===== src/rtl/infoframe_scheduler_pkg.sv =====
// Shared packet types, constants and the PB byte accessor used by the
// InfoFrame scheduler, its checksum unit and its interface.
package infoframe_scheduler_pkg;

    typedef logic [23:0] packet_header_t;
    typedef logic [55:0] packet_sub_t;
    typedef packet_sub_t [3:0] packet_subs_t;

    localparam packet_header_t NULL_HEADER = 24'h0;
    localparam int PB_MAX = 27;

    typedef enum logic {
        IDLE,
        SEND
    } sched_state_t;

    // PB_k lives in subpacket k/7, byte lane k%7.
    function automatic logic [7:0] pb_byte(input packet_subs_t sub, input int k);
        logic [1:0] word;
        logic [5:0] lsb;
        word = 2'(k / 7);
        lsb  = 6'(8 * (k % 7));
        return sub[word][lsb +: 8];
    endfunction

endpackage


===== src/rtl/infoframe_scheduler_if.sv =====
// Bundle between the InfoFrame generators, the scheduler and the packet assembler.
interface infoframe_scheduler_if
    import infoframe_scheduler_pkg::*;
#(
    parameter int NUM_SOURCES = 4
);

    localparam int GW = (NUM_SOURCES > 1) ? $clog2(NUM_SOURCES) : 1;

    logic                   video_field_end;
    logic                   packet_enable;
    logic [NUM_SOURCES-1:0] src_enable;
    packet_header_t         src_header [NUM_SOURCES];
    packet_subs_t           src_sub    [NUM_SOURCES];

    packet_header_t         header;
    packet_subs_t           sub;
    logic                   packet_valid;
    logic [GW-1:0]          grant_id;
    logic                   overrun;
    logic [7:0]             frames_missed;

    modport master (
        output video_field_end, packet_enable, src_enable, src_header, src_sub,
        input  header, sub, packet_valid, grant_id, overrun, frames_missed
    );

    modport slave (
        input  video_field_end, packet_enable, src_enable, src_header, src_sub,
        output header, sub, packet_valid, grant_id, overrun, frames_missed
    );

endinterface


===== src/rtl/infoframe_scheduler_checksum.sv =====
// Combinational InfoFrame checksum: two's complement of the header bytes plus
// PB1..PBlen, with len clamped to the 27 payload bytes a packet can carry.
module infoframe_scheduler_checksum
    import infoframe_scheduler_pkg::*;
(
    input  packet_header_t header_i,
    input  packet_subs_t   sub_i,
    output logic [7:0]     checksum_o
);

    int         lenBytes;
    logic [7:0] sum;

    always_comb begin
        lenBytes = (int'(header_i[20:16]) > PB_MAX) ? PB_MAX : int'(header_i[20:16]);
        sum = header_i[7:0] + header_i[15:8] + header_i[23:16];
        for (int k = 1; k <= PB_MAX; k++) begin
            if (k <= lenBytes) begin
                sum = sum + pb_byte(sub_i, k);
            end
        end
        checksum_o = ~sum + 8'd1;
    end

endmodule


===== src/rtl/infoframe_scheduler.sv =====
// Round-robin scheduler that sends every enabled InfoFrame source exactly once
// per video frame through the shared data-island packet slot.
module infoframe_scheduler
    import infoframe_scheduler_pkg::*;
#(
    parameter int NUM_SOURCES  = 4,
    parameter bit FIX_CHECKSUM = 1'b1
) (
    input logic            clk_pixel,
    input logic            reset,
    infoframe_scheduler_if.slave bus
);

    localparam int GW = (NUM_SOURCES > 1) ? $clog2(NUM_SOURCES) : 1;

    sched_state_t           state_q;
    logic [NUM_SOURCES-1:0] pending_q;
    logic [NUM_SOURCES-1:0] pending_d;
    logic [NUM_SOURCES-1:0] grantMask;
    logic [NUM_SOURCES-1:0] remaining;
    logic [GW-1:0]          rrPtr_q;
    logic [GW-1:0]          rrPtr_d;
    logic [GW-1:0]          grant;
    logic                   haveGrant;

    packet_header_t         header_q;
    packet_subs_t           sub_q;
    logic                   valid_q;
    logic [GW-1:0]          grant_q;
    logic                   overrun_q;
    logic [7:0]             missed_q;

    packet_header_t         selHeader;
    packet_subs_t           selSub;
    packet_subs_t           patchedSub;
    logic [7:0]             checksum;

    // First requesting source at or after ptr, wrapping around.
    function automatic logic [GW-1:0] rrSearch(input logic [NUM_SOURCES-1:0] req,
                                               input logic [GW-1:0] ptr);
        logic [GW-1:0] pick;
        logic          found;
        int            idx;
        pick  = ptr;
        found = 1'b0;
        for (int i = 0; i < NUM_SOURCES; i++) begin
            idx = (int'(ptr) + i) % NUM_SOURCES;
            if (!found && req[idx]) begin
                found = 1'b1;
                pick  = GW'(idx);
            end
        end
        return pick;
    endfunction

    always_comb begin
        grant     = rrSearch(pending_q, rrPtr_q);
        haveGrant = bus.packet_enable && (state_q == SEND);
        grantMask = haveGrant ? (NUM_SOURCES'(1) << grant) : '0;
        remaining = pending_q & ~grantMask;
        pending_d = bus.video_field_end ? (remaining | bus.src_enable) : remaining;
        rrPtr_d   = (grant == GW'(NUM_SOURCES - 1)) ? '0 : grant + GW'(1);
    end

    always_comb begin
        selHeader  = bus.src_header[grant];
        selSub     = bus.src_sub[grant];
        patchedSub = selSub;
        if (FIX_CHECKSUM) begin
            patchedSub[0][7:0] = checksum;
        end
    end

    infoframe_scheduler_checksum u_checksum (
        .header_i   (selHeader),
        .sub_i      (selSub),
        .checksum_o (checksum)
    );

    // SEND mirrors pending != 0; a grant and a frame-end arm in one cycle both apply.
    always_ff @(posedge clk_pixel or posedge reset) begin
        if (reset) begin
            state_q   <= IDLE;
            pending_q <= '0;
            rrPtr_q   <= '0;
            header_q  <= NULL_HEADER;
            sub_q     <= '0;
            valid_q   <= 1'b0;
            grant_q   <= '0;
            overrun_q <= 1'b0;
            missed_q  <= 8'h00;
        end else begin
            pending_q <= pending_d;
            state_q   <= (pending_d != '0) ? SEND : IDLE;
            if (haveGrant) begin
                rrPtr_q <= rrPtr_d;
            end
            if (bus.packet_enable) begin
                if (haveGrant) begin
                    header_q <= selHeader;
                    sub_q    <= patchedSub;
                    valid_q  <= 1'b1;
                    grant_q  <= grant;
                end else begin
                    header_q <= NULL_HEADER;
                    sub_q    <= '0;
                    valid_q  <= 1'b0;
                end
            end
            if (bus.video_field_end && (remaining != '0)) begin
                overrun_q <= 1'b1;
                if (missed_q != 8'hFF) begin
                    missed_q <= missed_q + 8'd1;
                end
            end
        end
    end

    assign bus.header        = header_q;
    assign bus.sub           = sub_q;
    assign bus.packet_valid  = valid_q;
    assign bus.grant_id      = grant_q;
    assign bus.overrun       = overrun_q;
    assign bus.frames_missed = missed_q;

endmodule


===== src/flat_wrapper.sv =====
// flat-port wrapper written by rule: the top's interface ports become plain ports
module infoframe_scheduler_flat import infoframe_scheduler_pkg::*;
#(
    parameter int NUM_SOURCES  = 4,
    parameter bit FIX_CHECKSUM = 1'b1
)
  (clk_pixel, reset, bus_video_field_end, bus_packet_enable, bus_src_enable, bus_src_header, bus_src_sub, bus_header, bus_sub, bus_packet_valid, bus_grant_id, bus_overrun, bus_frames_missed);
  infoframe_scheduler_if #(.NUM_SOURCES(NUM_SOURCES)) bus_i ();
  input logic clk_pixel;
  input logic reset;
  input wire logic [$bits(bus_i.video_field_end)-1:0] bus_video_field_end;
  input wire logic [$bits(bus_i.packet_enable)-1:0] bus_packet_enable;
  input wire logic [$bits(bus_i.src_enable)-1:0] bus_src_enable;
  input wire logic [$bits(bus_i.src_header)-1:0] bus_src_header;
  input wire logic [$bits(bus_i.src_sub)-1:0] bus_src_sub;
  output wire logic [$bits(bus_i.header)-1:0] bus_header;
  output wire logic [$bits(bus_i.sub)-1:0] bus_sub;
  output wire logic [$bits(bus_i.packet_valid)-1:0] bus_packet_valid;
  output wire logic [$bits(bus_i.grant_id)-1:0] bus_grant_id;
  output wire logic [$bits(bus_i.overrun)-1:0] bus_overrun;
  output wire logic [$bits(bus_i.frames_missed)-1:0] bus_frames_missed;
  assign bus_i.video_field_end = bus_video_field_end;
  assign bus_i.packet_enable = bus_packet_enable;
  assign bus_i.src_enable = bus_src_enable;
  assign bus_i.src_header = {>>{bus_src_header}};
  assign bus_i.src_sub = {>>{bus_src_sub}};
  assign bus_header = bus_i.header;
  assign bus_sub = bus_i.sub;
  assign bus_packet_valid = bus_i.packet_valid;
  assign bus_grant_id = bus_i.grant_id;
  assign bus_overrun = bus_i.overrun;
  assign bus_frames_missed = bus_i.frames_missed;
  infoframe_scheduler #(.NUM_SOURCES(NUM_SOURCES), .FIX_CHECKSUM(FIX_CHECKSUM)) u_core (.clk_pixel(clk_pixel), .reset(reset), .bus(bus_i));
endmodule

===== config.mk =====
export PLATFORM = sky130hd
export DESIGN_NAME = infoframe_scheduler_flat
export DESIGN_NICKNAME = d
export VERILOG_FILES = /design/src/rtl/infoframe_scheduler_pkg.sv /design/src/rtl/infoframe_scheduler_if.sv /design/src/rtl/infoframe_scheduler_checksum.sv /design/src/rtl/infoframe_scheduler.sv /design/src/flat_wrapper.sv
export SDC_FILE = /design/constraint.sdc
export NUM_CORES = 1
export LEC_CHECK = 0
export CAP_MARGIN = 20
export CORE_AREA = 2 2 492 494
export CTS_BUF_LIST = sky130_fd_sc_hd__clkbuf_4
export CTS_CLUSTER_DIAMETER = 120
export DETAILED_ROUTE_END_ITERATION = 10
export DIE_AREA = 0 0 494 496
export GPL_TIMING_DRIVEN = 1
export SLEW_MARGIN = 25
export SYNTH_ARGS = -nofsm -noshare
export SYNTH_HDL_FRONTEND = slang
export SYNTH_HIERARCHICAL = 1
export SYNTH_SLANG_ARGS = --single-unit

===== constraint.sdc =====
create_clock -name clk_pixel -period 45.8 [get_ports clk_pixel]
set_clock_uncertainty 0.2 [all_clocks]
set_input_delay 9.16 -clock clk_pixel [delete_from_list [all_inputs] [get_ports clk_pixel]]
set_output_delay 9.16 -clock clk_pixel [all_outputs]
set_load 0.005 [all_outputs]

# Word level (Yosys, flattened, before mapping)
# Cells that the tools add are included.
[word_totals]
inputBits = 1000
out_inout_bits = 260
ff_bits = 267
latch_bits = 0
wordCells = 164
mem_bits_rw = 0
mem_count = 0
romBits = 0
[op_classes]
div = 0
n_mux = 58
n_lt_le_gt_ge = 33
n_shift = 1
n_reduce_logical = 15
mul = 0
addsub = 35
bitwise_logic = 8
n_eq_ne = 2
[ops]
columns = ["cell", "count"]
rows = [
  ["2-to-1 mux 224 bit", 3],
  ["binary-select mux 224 bit (select 2 bit)", 1],
  ["adder 8 bit", 29],
  ["2-to-1 mux 8 bit", 27],
  ["2-to-1 mux 24 bit", 3],
  ["less-or-equal comparator 5 bit, first input constant", 12],
  ["binary-select mux 24 bit (select 2 bit)", 1],
  ["less-or-equal comparator 4 x 5 -> 1 bit, first input constant", 8],
  ["less-or-equal comparator 3 x 5 -> 1 bit, first input constant", 4],
  ["adder 8 x 1 -> 8 bit, second input constant", 2],
  ["< comparator 3 x 4 -> 1 bit, second input constant", 3],
  ["2-to-1 mux 1 bit", 12],
  ["less-or-equal comparator 2 x 5 -> 1 bit, first input constant", 2],
  ["binary-select mux 1 bit (select 2 bit)", 4],
  ["2-to-1 mux 2 bit", 4],
  ["2-to-1 mux 4 bit", 2],
  ["!= test 8 bit, second input constant", 1],
  ["NOT 8 bit", 1],
  ["nonzero test 4 bit", 2],
  ["OR reduction 2 bit", 3],
  ["greater-than comparator 5 bit, second input constant", 1],
  ["less-or-equal comparator 1 x 5 -> 1 bit, first input constant", 1],
  ["logical AND 1 bit", 5],
  ["2-to-1 mux 5 bit", 1],
  ["other kinds (13)", 20],
]

# Depth between registers and ports, before layout
[logic_depth]
word_depth = 77
depth_mapped = 171
mapped_depth_nobuf = 166

# Modules after synthesis
# The synthesis kept the hierarchy.
[modules_own_cells]
columns = ["mod", "seq_area_each_um2", "cells_each", "area_each_um2", "instances"]
rows = [
  ["infoframe_scheduler", 6681.4, 1338, 17021.3, 1],
  ["infoframe_scheduler_checksum", 0.0, 1756, 12436.9, 1],
]

# Least setup slack after synthesis
# Ideal clock, no wire load.
[synth_path]
kind = "input -> register"
start = "input bus_src_header[17]"
end = "register u_core.sub_q (netlist bit u_core/bus.sub[7])"
path_stages = 160
setup_ns = 0.121
arrival_time_ns = 34.519
setup_slack_ns = 10.960
t_required_ns = 45.479
n_path_buf = 2
path_cell_list = "mux2i_1 > mux2i_1 > buf_6 > buf_8 > inv_1 > fa_1 > inv_1 > ha_1 > fa_1 > xor2_1 > ha_1 > o21ai_0 > a21oi_1 > a211oi_1 > a21o_1 > ha_1 > o21ai_0 > a21oi_1 > [124 not listed] > ha_1 > xnor2_1 > mux2i_1 > nand2_1 > and3_1 > ha_1 > a21boi_0 > nor3_1 > a41o_1 > ha_1 > o41ai_1 > xnor2_1 > nand2_1 > xnor2_1 > xnor3_1 > xnor2_1 > xnor3_1 > a22o_1"
[synth_between]
elab_chain_len = 62
elab_cells_between_ends = 90
cone_classes = "add/sub (29); order compare (28); mux (32); bitwise (1)"
[synth_rtl]
columns = ["item", "line_no", "text"]
rows = [
  ["start: declaration", "flat_wrapper.sv:14", "input wire logic [$bits(bus_i.src_header)-1:0] bus_src_header;"],
  ["binary-select mux 24 bit (select 2 bit) (*)", "infoframe_scheduler.sv:66", "selHeader = bus.src_header[grant];"],
  ["2-to-1 mux 24 bit (implied by the code) (*) (2 in series)", "infoframe_scheduler.sv:66", ""],
  ["named net u_core.selHeader[17]", "infoframe_scheduler.sv:33", "packet_header_t selHeader;"],
  ["parallel branches: the longest is 55 deep, another holds adder 8 bit", "-", ""],
  ["2-to-1 mux 8 bit (*)", "infoframe_scheduler_checksum.sv:18", "if (k <= lenBytes) begin"],
  ["NOT 8 bit (*)", "infoframe_scheduler_checksum.sv:22", "checksum_o = ~sum + 8'd1;"],
  ["adder 8 x 1 -> 8 bit (*)", "infoframe_scheduler_checksum.sv:22", ""],
  ["named net u_core.checksum[7]", "infoframe_scheduler.sv:36", "logic [7:0] checksum;"],
  ["2-to-1 mux 224 bit (*)", "infoframe_scheduler.sv:99", "if (haveGrant) begin"],
  ["end signal: assignment", "infoframe_scheduler.sv:101", "sub_q <= patchedSub;"],
  ["end: declaration", "infoframe_scheduler.sv:27", "packet_subs_t sub_q;"],
]
# Mark *: on every way through the listed nets, which the timed path passes. The select of a mux whose other input is x is not followed.
# A chain may end at the register's enable or synchronous reset.

# Final worst setup path
[layout_path]
start = "input bus_src_header[16]"
end = "register u_core.sub_q (netlist bit u_core/bus.sub[7])"
# Same word-level chain as after synthesis.

==> results.yml <==
outcome:
  status: "finished clean"
clock_network:
  post_cts_resized: 0
  clock-sinks: 267
  cts_buffers: 93
  worst_setup_hold_path_clk_slew_ns: 0.07
  clock-root-buffer: "clkbuf_4"
  ctsHoldBuffers: 0
  post_cts_buffers: 0
  htreeDepth: 3
  cts_max_path_buffers: 3
  clk_latency_ns: 1.13
  cts_tree: "done"
layout:
  drive_above_1_share_pct: 9.39
  fin_nets: 5495
  multiInputGateArea_um2: 21000
  syn_to_final_growth_pct: 58.2
  fillCellCount: 26500
  register_area_um2: 6680
global_route:
  grt_overflow: 0
  antenna_found_initial: 105
  grt_pass1_vias: 32400
  grt_pass1_wl_mm: 282
  grt_usage_pct: 17.1
  grt_max_degree: 140
worst_setup_path:
  slowest_delay_ns: 0.75
  rr_endpoint: "u_core/bus.sub[7]$_DFFE_PP0P_"
  startpoint_type: "input pin"
  r2r_setup_slack_ns: 11.35
  critical_path_class: "input pin to register"
  cp_slowest_cell: "mux2i_1"
  startpoint: "bus_src_header[16]"
  critPathRequiredTime_ns: 46.55
  ff2ff_path_depth: 161
  cp_max_fo: 30
  crit_path_frequent_cell: "ha_1"
  crit-reg2reg-launch: "u_core/pending_q[0]$_DFF_PP0_"
  cp-end-kind: "register"
  cp.arrival_ns: 41.41
  critPathCapture: "u_core/bus.sub[7]$_DFFE_PP0P_"
drt:
  drt_wl_total_mm: 218
  wl_per_cell_um: 28.9
  drt-pass1-iter-count: 5
  postRouteAntennaNets: 0
  drc: 0
  dr.first_iter.drc_count: 2032
  detail_route.vias_per_cell: 4.17
  vias: 31500
floorplan:
  num_rows: 180
  design.core.area_um2: 240000
  start_util_pct: 12.2
  io_pins: 1260
  die_w_um: 494
  dieHeight_um: 496
  dieArea_um2: 245000
synthesis:
  synth_area_um2: 29200
  synth_warnings: 6
  syn_avg_cell_area_um2: 9.52
  syn_inst: 3070
  syn_nets: 4309
timing:
  fin_tns_setup_ns: 0
  max_clock_freq_ghz: 0.0246
  rsz0062_at_grt: "no"
  slew_headroom_pct: 23.5
  hold_violations: 0
  setup_viol_count_final: 0
  period_needed_ns: 40.66
  slew_viol_final: 0
  post-route-period-util_pct: 88.8
  tightest_slew_ns: 1.14
run:
  cap_violations: 0
placed_design:
  dp_hpwl_mm: 187
  portBuffers: 1227
  gp_congestion: 0.968
worst_hold_path:
  worstHoldPathType: "register to register"
-- through the flow --
| step | cells | hold WS (ns) | worst slack, ns | instance area, um2 | utilization (%) |
|---|---|---|---|---|---|
| after detailed placement | 7344 | 0.267 | 4.32 | 44900 | 18.7 |
| after floorplan | 3070 | 0.259 | 10.96 | 29200 | - |
| after global placement | 7343 | 0.254 | 4.71 | 44900 | 18.7 |
| after global routing | 7535 | 0.314 | 2.83 | 46200 | 19.3 |
| after CTS | 7506 | 0.283 | 5.51 | 46000 | 19.2 |
| final | 7555 | 0.276 | 5.14 | 46200 | 19.3 |
-- worst max-delay path, delay by kind of cell --
family / cells / cell delay, ns
compound gates: 73 / 12.99
fa+ha+maj: 30 / 9.25
simple gates: 35 / 4.86
xor+xnor: 12 / 2.82
mux: 3 / 1.12
buf+inv: 6 / 1.12
-- sequential cells by signal (all words and copies together), names as in the netlist --
signal,flops
u_core/state_q,1
u_core/bus.frames_missed,8
u_core/bus.grant_id,2
u_core/bus.sub,224
u_core/bus.overrun,1
u_core/pending_q,4
u_core/bus.header,24
u_core/bus.packet_valid,1
u_core/rrPtr_q,2
-- layout by cell type, fill, tap and decap left out, drive strengths merged, types with 9 or more instances in the layout --
master / n
or2: 17
o31ai: 12
fa: 35
mux2: 17
a21boi: 14
a211oi: 17
xor2: 60
nor4: 9
a22o: 138
clkdlybuf4s50: 1227
o21ai: 128
xnor2: 97
a21oi: 146
or3: 14
and3: 10
diode: 47
o221ai: 121
o21a: 47
dfrtp: 267
clkinv: 36
nand2: 295
o22ai: 13
a21o: 55
inv: 147
and2: 15
nor2: 196
clkbuf: 120
nor3: 53
nor2b: 41
o21bai: 21
nand3: 24
ha: 204
nor3b: 9
mux2i: 366
buf: 49
nand2b: 37
o211ai: 15
mux4: 124
a211o: 10
a31oi: 20
-- metal layers --
metal  up-vias  part of all wire [%]  track usage [%]  wire, um
li1      14000                     -                -         -
met2      1632                    46             27.8    100000
met4        54                   4.8             7.95     10500
met3       377                   9.6             6.44     21000
met1     15400                    40             19.7     86300
met5         -                  0.16                0       353
-- final cells by class --
cell class	count	share of cell area, %
inverters	145	1.22
flip-flops and latches	267	14.5
well taps	3185	8.62
clock buffers	120	1.95
clock inverters	42	0.457
multi-input cells	2473	45.5
repair buffers	1276	27.5
diodes	47	0.254
-- worst min path at each step --
stage | startpoint | endpoint | slack, ns | cells after the start
finish | u_core/bus.overrun$_DFFE_PP0P_ | u_core/bus.overrun$_DFFE_PP0P_ | 0.28 | 1
detailed placement | u_core/bus.overrun$_DFFE_PP0P_ | u_core/bus.overrun$_DFFE_PP0P_ | 0.27 | 1
global route | u_core/bus.overrun$_DFFE_PP0P_ | u_core/bus.overrun$_DFFE_PP0P_ | 0.31 | 1
floorplan | u_core/bus.overrun$_DFFE_PP0P_ | u_core/bus.overrun$_DFFE_PP0P_ | 0.26 | 1
global placement | u_core/bus.overrun$_DFFE_PP0P_ | u_core/bus.overrun$_DFFE_PP0P_ | 0.25 | 1
CTS | u_core/bus.overrun$_DFFE_PP0P_ | u_core/bus.overrun$_DFFE_PP0P_ | 0.28 | 1
Power is left out: the tool's default activity adds up to more than one toggle a clock period on the data nets, which glitch-free logic cannot reach.
